[src/rtl/lock_pkg.sv]
// Shared constants and state type for the lock compare/lockout controller.
//   DIGITS  : enb_cmp strobes that make up one code attempt
//   MAX_ERR : consecutive mismatches that trigger lockout
//   PW_W    : code width in bits
package lock_pkg;

    localparam int unsigned DIGITS  = 4;
    localparam int unsigned MAX_ERR = 3;
    localparam int unsigned PW_W    = 16;

    // error_counter width is fixed at 3 bits; MAX_ERR must fit in it.
    localparam int unsigned ERR_W = 3;
    localparam int unsigned CNT_W = (DIGITS > 1) ? $clog2(DIGITS) : 1;

    typedef enum logic {
        StEntry,
        StLockout
    } state_e;

endpackage

[src/rtl/strobe_edge_det.sv]
// Rising-edge detector for the digit-entry strobe.
//   clk_i  : system clock
//   rst_ni : asynchronous active-low reset
//   sig_i  : level input, synchronous to clk_i
//   rise_o : high in the cycle where sig_i is 1 and was 0 on the previous clock
module strobe_edge_det (
    input  logic clk_i,
    input  logic rst_ni,
    input  logic sig_i,
    output logic rise_o
);

    logic prev_q;

    always_ff @(posedge clk_i or negedge rst_ni) begin
        if (!rst_ni) begin
            prev_q <= 1'b0;
        end else begin
            prev_q <= sig_i;
        end
    end

    // A level held high yields a single strobe.
    assign rise_o = sig_i & ~prev_q;

endmodule

[src/rtl/lock_compare_ctrl.sv]
// Password-compare and lockout controller for the digital lock.
// Counts enb_cmp strobes; every DIGITS-th strobe compares pw_16bit against password.
// A match unlocks; MAX_ERR consecutive mismatches lock out until rst_out_i.
//   clk_i           : system clock, rising edge
//   rst_ni          : asynchronous active-low reset
//   pw_16bit_i      : user-entered code
//   password_i      : stored reference code
//   enb_cmp_i       : digit-entry strobe (level, rising edge counts)
//   rst_out_i       : lockout-clear / attempt-abort request
//   enb_lock_o      : 1 = code accepted
//   gen_stop_o      : 1 = lockout active
//   error_counter_o : consecutive-mismatch count
//   gen_rst_o       : one-cycle pulse resetting the upstream digit generator
module lock_compare_ctrl
    import lock_pkg::*;
(
    input  logic             clk_i,
    input  logic             rst_ni,
    input  logic [PW_W-1:0]  pw_16bit_i,
    input  logic [PW_W-1:0]  password_i,
    input  logic             enb_cmp_i,
    input  logic             rst_out_i,
    output logic             enb_lock_o,
    output logic             gen_stop_o,
    output logic [ERR_W-1:0] error_counter_o,
    output logic             gen_rst_o
);

    logic             strobe;
    state_e           state_q;
    logic [CNT_W-1:0] cnt_q;
    logic [ERR_W-1:0] err_q;
    logic [ERR_W-1:0] err_inc;
    logic             enb_lock_q;
    logic             gen_stop_q;
    logic             gen_rst_q;

    strobe_edge_det u_strobe_edge_det (
        .clk_i  (clk_i),
        .rst_ni (rst_ni),
        .sig_i  (enb_cmp_i),
        .rise_o (strobe)
    );

    assign err_inc = err_q + ERR_W'(1);

    always_ff @(posedge clk_i or negedge rst_ni) begin
        if (!rst_ni) begin
            state_q    <= StEntry;
            cnt_q      <= '0;
            err_q      <= '0;
            enb_lock_q <= 1'b0;
            gen_stop_q <= 1'b0;
            gen_rst_q  <= 1'b0;
        end else begin
            gen_rst_q <= 1'b0;
            if (rst_out_i) begin
                // Clear request wins over any strobe in the same cycle.
                state_q    <= StEntry;
                cnt_q      <= '0;
                err_q      <= '0;
                enb_lock_q <= 1'b0;
                gen_stop_q <= 1'b0;
                gen_rst_q  <= 1'b1;
            end else begin
                case (state_q)
                    StEntry: begin
                        if (strobe) begin
                            if (cnt_q == CNT_W'(DIGITS - 1)) begin
                                cnt_q     <= '0;
                                gen_rst_q <= 1'b1;
                                if (pw_16bit_i == password_i) begin
                                    enb_lock_q <= 1'b1;
                                    err_q      <= '0;
                                end else begin
                                    enb_lock_q <= 1'b0;
                                    err_q      <= err_inc;
                                    if (err_inc == ERR_W'(MAX_ERR)) begin
                                        state_q    <= StLockout;
                                        gen_stop_q <= 1'b1;
                                    end
                                end
                            end else begin
                                cnt_q <= cnt_q + CNT_W'(1);
                                // First digit of a new attempt drops a prior unlock.
                                if (cnt_q == '0) begin
                                    enb_lock_q <= 1'b0;
                                end
                            end
                        end
                    end
                    StLockout: begin
                        gen_stop_q <= 1'b1;
                        enb_lock_q <= 1'b0;
                        err_q      <= ERR_W'(MAX_ERR);
                    end
                    default: begin
                        state_q <= StEntry;
                    end
                endcase
            end
        end
    end

    assign enb_lock_o      = enb_lock_q;
    assign gen_stop_o      = gen_stop_q;
    assign error_counter_o = err_q;
    assign gen_rst_o       = gen_rst_q;

endmodule

[config.mk]
export PLATFORM = sky130hd
export DESIGN_NAME = lock_compare_ctrl
export DESIGN_NICKNAME = d
export VERILOG_FILES = /design/src/rtl/lock_pkg.sv /design/src/rtl/strobe_edge_det.sv /design/src/rtl/lock_compare_ctrl.sv
export SDC_FILE = /design/constraint.sdc
export NUM_CORES = 1
export LEC_CHECK = 0
export CORE_MARGIN = 10
export CORE_UTILIZATION = 32
export DETAILED_ROUTE_END_ITERATION = 10
export GPL_TIMING_DRIVEN = 0
export PLACE_DENSITY_LB_ADDON = 0.12
export SKIP_CTS_REPAIR_TIMING = 1
export SLEW_MARGIN = 30
export SYNTH_ARGS = -nofsm -noshare
export SYNTH_HDL_FRONTEND = slang
export SYNTH_SLANG_ARGS = --single-unit
[constraint.sdc]
create_clock -name clk_i -period 1.4 [get_ports clk_i]
set_clock_uncertainty 0.15 [all_clocks]
set_input_delay 0.28 -clock clk_i [delete_from_list [all_inputs] [get_ports clk_i]]
set_output_delay 0.28 -clock clk_i [all_outputs]
set_load 0.02 [all_outputs]
==> qor.log <==
[run_status] violated checks setup timing
[layout] count of fill cells added during filler insertion 198
[logic_synthesis] post-synthesis share of cell area spent on full adders, half adders and majority gates 7.56%
[sta] final period demand of the worst path 1530 ps
[cts] clock insertion delay at the later pin of the skew report 260 ps
[logic_synthesis] area fraction in compound gates after synthesis 10.0%
[critical_path] kind of start point of the critical path input port
[logic_synthesis] sequential element share of the synthesized area 37.8%
[logic_synthesis] post-synthesis cell area 662 sq um
[critical_path] signal arrival time at the worst endpoint 1570 ps
[critical_path] highest fanout seen on the critical path 4
[layout] commonest non-fill, non-tap cell in the layout dlymetal6s2s_1
[logic_synthesis] count of warnings emitted by yosys 0
[floorplan] Starting Density 33.7%
[detailed_routing] first drt pass iteration count 2
[cts] clock transition time at the flip-flop clock pins of the worst setup and hold paths 70 ps
[detailed_routing] post-detailed-route DRC marker count 0
[critical_path] category of the most critical setup path in -> reg
[detailed_routing] via count 660
[job] Max-cap violations 0
[layout] number of nets in the final layout 157
[floorplan] chip width 65.5 microns
[logic_synthesis] mean instance size in the synthesized netlist 9.32 sq um
[grt] vias in the first global route 691
[grt] pin count of the biggest net entering global routing 11
[cts] number of sinks on the clock net 10
[sta] RSZ-0062 raised after global routing yes
[cts] H-tree depth 1
[cts] Num CTS Buffers 3
[pwr] Worst VDD drop 522 uV
[cts] CTS tree done
[logic_synthesis] leading post-synthesis cells by cell area dfrtp_1 38%, xor2_1 21%, ha_1 7.6%
[critical_path] Crit. End Element flop
[cts] number of buffers on the longest clock path 2
[sta] maximum operating frequency 0.652 GHz
[logic_synthesis] number of distinct standard cells referenced by the synthesized netlist 22
[layout] most frequent cells in the layout 24 x dlymetal6s2s_1, 16 x xor2_1, 14 x clkbuf_2
[floorplan] floorplan die area 4290 sq um
[sta] Sum Neg Setup Slack -474 ps
[logic_synthesis] portion of netlist area occupied by mux cells 0%
[placed_design] detailed placement HPWL 1700 microns
[pwr] Static Leak 0.754 nW
[grt] GR Util All Layers 9.70%
[layout] Area Overhead vs Synth 78.8%
[pwr] power density of the placed cells 584 nW/um^2
[sta] number of setup violations in the final report 5
[logic_synthesis] leading area contributor after synthesis dfrtp_1
[sta] minimum hold slack 29.6 ps
[logic_synthesis] cells after synthesis 71
[logic_synthesis] post-synthesis net count 111
[logic_synthesis] post-synthesis share of cell area spent on xor and xnor gates 21.2%
[detailed_routing] routed wirelength normalized by instance count 14.7 microns
[grt] final global-route overflow total 0
[logic_synthesis] dominant combinational cell family by area after synthesis XOR/XNOR gates
[logic_synthesis] post-synthesis share of cell area spent on and, or, nand and nor gates 20.0%
[sta] relative slew slack 70.3%
[grt] number of antenna violations at the first check in global routing 0
[floorplan] core area 1960 sq um
[grt] first-pass GRT wire length 3310 microns
[detailed_routing] via density per instance 4.62
[logic_synthesis] Yosys top cell area share 37.8%
[layout] Seq. cell area 253 sq um
[placed_design] final weighted congestion in routability-driven placement 0.761
[placed_design] port bufs 40
[sta] slew at the pin closest to its max-slew limit 444 ps
[sta] number of pins exceeding their max-slew limit in the final report 0
[floorplan] number of top-level design ports 42
[sta] share of the clock period used by the worst path 110%
[logic_synthesis] Seq cells post-synth 10
[detailed_routing] Detailed Route Iter0 Violations 8
[sta] smallest setup slack after layout -134 ps
[detailed_routing] total wirelength of the detailed-routed design 2100 microns
[layout] post-layout utilization of the core 60.3%
[layout] area occupied by multi-input gates 445 sq um
[min_path] Min-Delay Path Class in -> reg
[sta] endpoints failing hold 0
[layout] layout cell share with drive strength beyond 1 27.6%
[floorplan] standard-cell rows 16
[layout] Diodes inserted 0
[detailed_routing] remaining antenna violation count after routing 0
[floorplan] vertical die dimension 65.5 microns
[critical_path] required time worst endpoint 1440 ps
[run_status] result of the run finished, violations left
[cts] root buffer selected by CTS clkbuf_4
synth_stat cells:
cell / number
a221oi_1: 1
xor2_1: 16
a22oi_1: 1
nand3_1: 1
nor4_1: 4
buf_1: 1
nor2_1: 8
nor2b_1: 2
dfrtp_1: 10
o21bai_1: 1
nand2b_1: 2
o21a_1: 1
a21oi_1: 6
nand2_2: 1
nor3_2: 1
nand4_1: 2
nor3_1: 1
ha_1: 4
nand2_1: 1
inv_1: 5
o21ai_0: 1
nor4bb_1: 1
power breakdown:
| part | internal (mW) | total (mW) | switching [mW] | leakage (nW) |
|---|---|---|---|---|
| Sequential | 0.297 | 0.303 | 0.00596 | 0.130 |
| Combinational | 0.102 | 0.175 | 0.0735 | 0.608 |
| Clock | 0.110 | 0.212 | 0.102 | 0.0150 |
worst max-delay path: stages:
cell and delay, ps:
dlymetal6s2s_1 140, xor2_1 180, nor4_2 280, nand4_1 170, buf_6 170, o21a_1 190, nor3_2 160
logic make-up after synthesis:
logic type | count (synthesis)
AND/OR/NAND/NOR | 24
XOR/XNOR | 16
AO/OA/AOI/OAI | 11
flip-flops | 10
buffers and inverters | 6
adder cells (fa/ha/maj) | 4
worst paths after layout:
path / end / cells after the start / slack (ps) / start
min: u_strobe_edge_det.prev_q / 1 / 30 / enb_cmp_i
min reg2reg: gen_stop_o / 2 / 370 / gen_stop_o
max in group asynchronous: error_counter_o[0] / 1 / 590 / rst_ni
max reg2reg: gen_stop_o / 5 / -130 / error_counter_o[0]
max: enb_lock_o / 7 / -130 / pw_16bit_i[1]
min in group asynchronous: cnt_q[1] / 1 / 180 / rst_ni
metal layers:
metal	wire [microns]	global-route usage, %	up-vias	part of all wire [%]
met1	840	10.1	310	40
met2	1170	18.4	18	56
met4	0	1.60	0	0
li1	-	-	332	-
met3	89	3.39	0	4.2
met5	0	0	-	0
through the flow:
stage / cells / power [mW] / setup slack [ps] / cell area [sq um]
2_1_floorplan: 71 / 0.371 / -58.5 / 671
4_1_cts: 142 / 0.707 / -491 / 1130
5_1_grt: 143 / 0.742 / -261 / 1180
6_report: 143 / 0.691 / -134 / 1180
3_5_place_dp: 138 / 0.497 / -766 / 1100
3_3_place_gp: 138 / 0.495 / -789 / 1100
registers in the layout, indices dropped and copies added (netlist names):
name and cells:
state_q 1, gen_rst_o 1, u_strobe_edge_det.prev_q 1, gen_stop_o 1, enb_lock_o 1, error_counter_o 3
cnt_q 2
layout make-up:
class                           count  share of cell area (%)
Clock buffer                        4                    2.22
Buffer                              1                   0.317
Multi-Input combinational cell     55                    37.6
Timing Repair Buffer               41                    34.0
Sequential cell                    10                    21.4
Inverter                            5                    1.59
Tap cell                           27                    2.85
(Power assumes the default switching activity.)
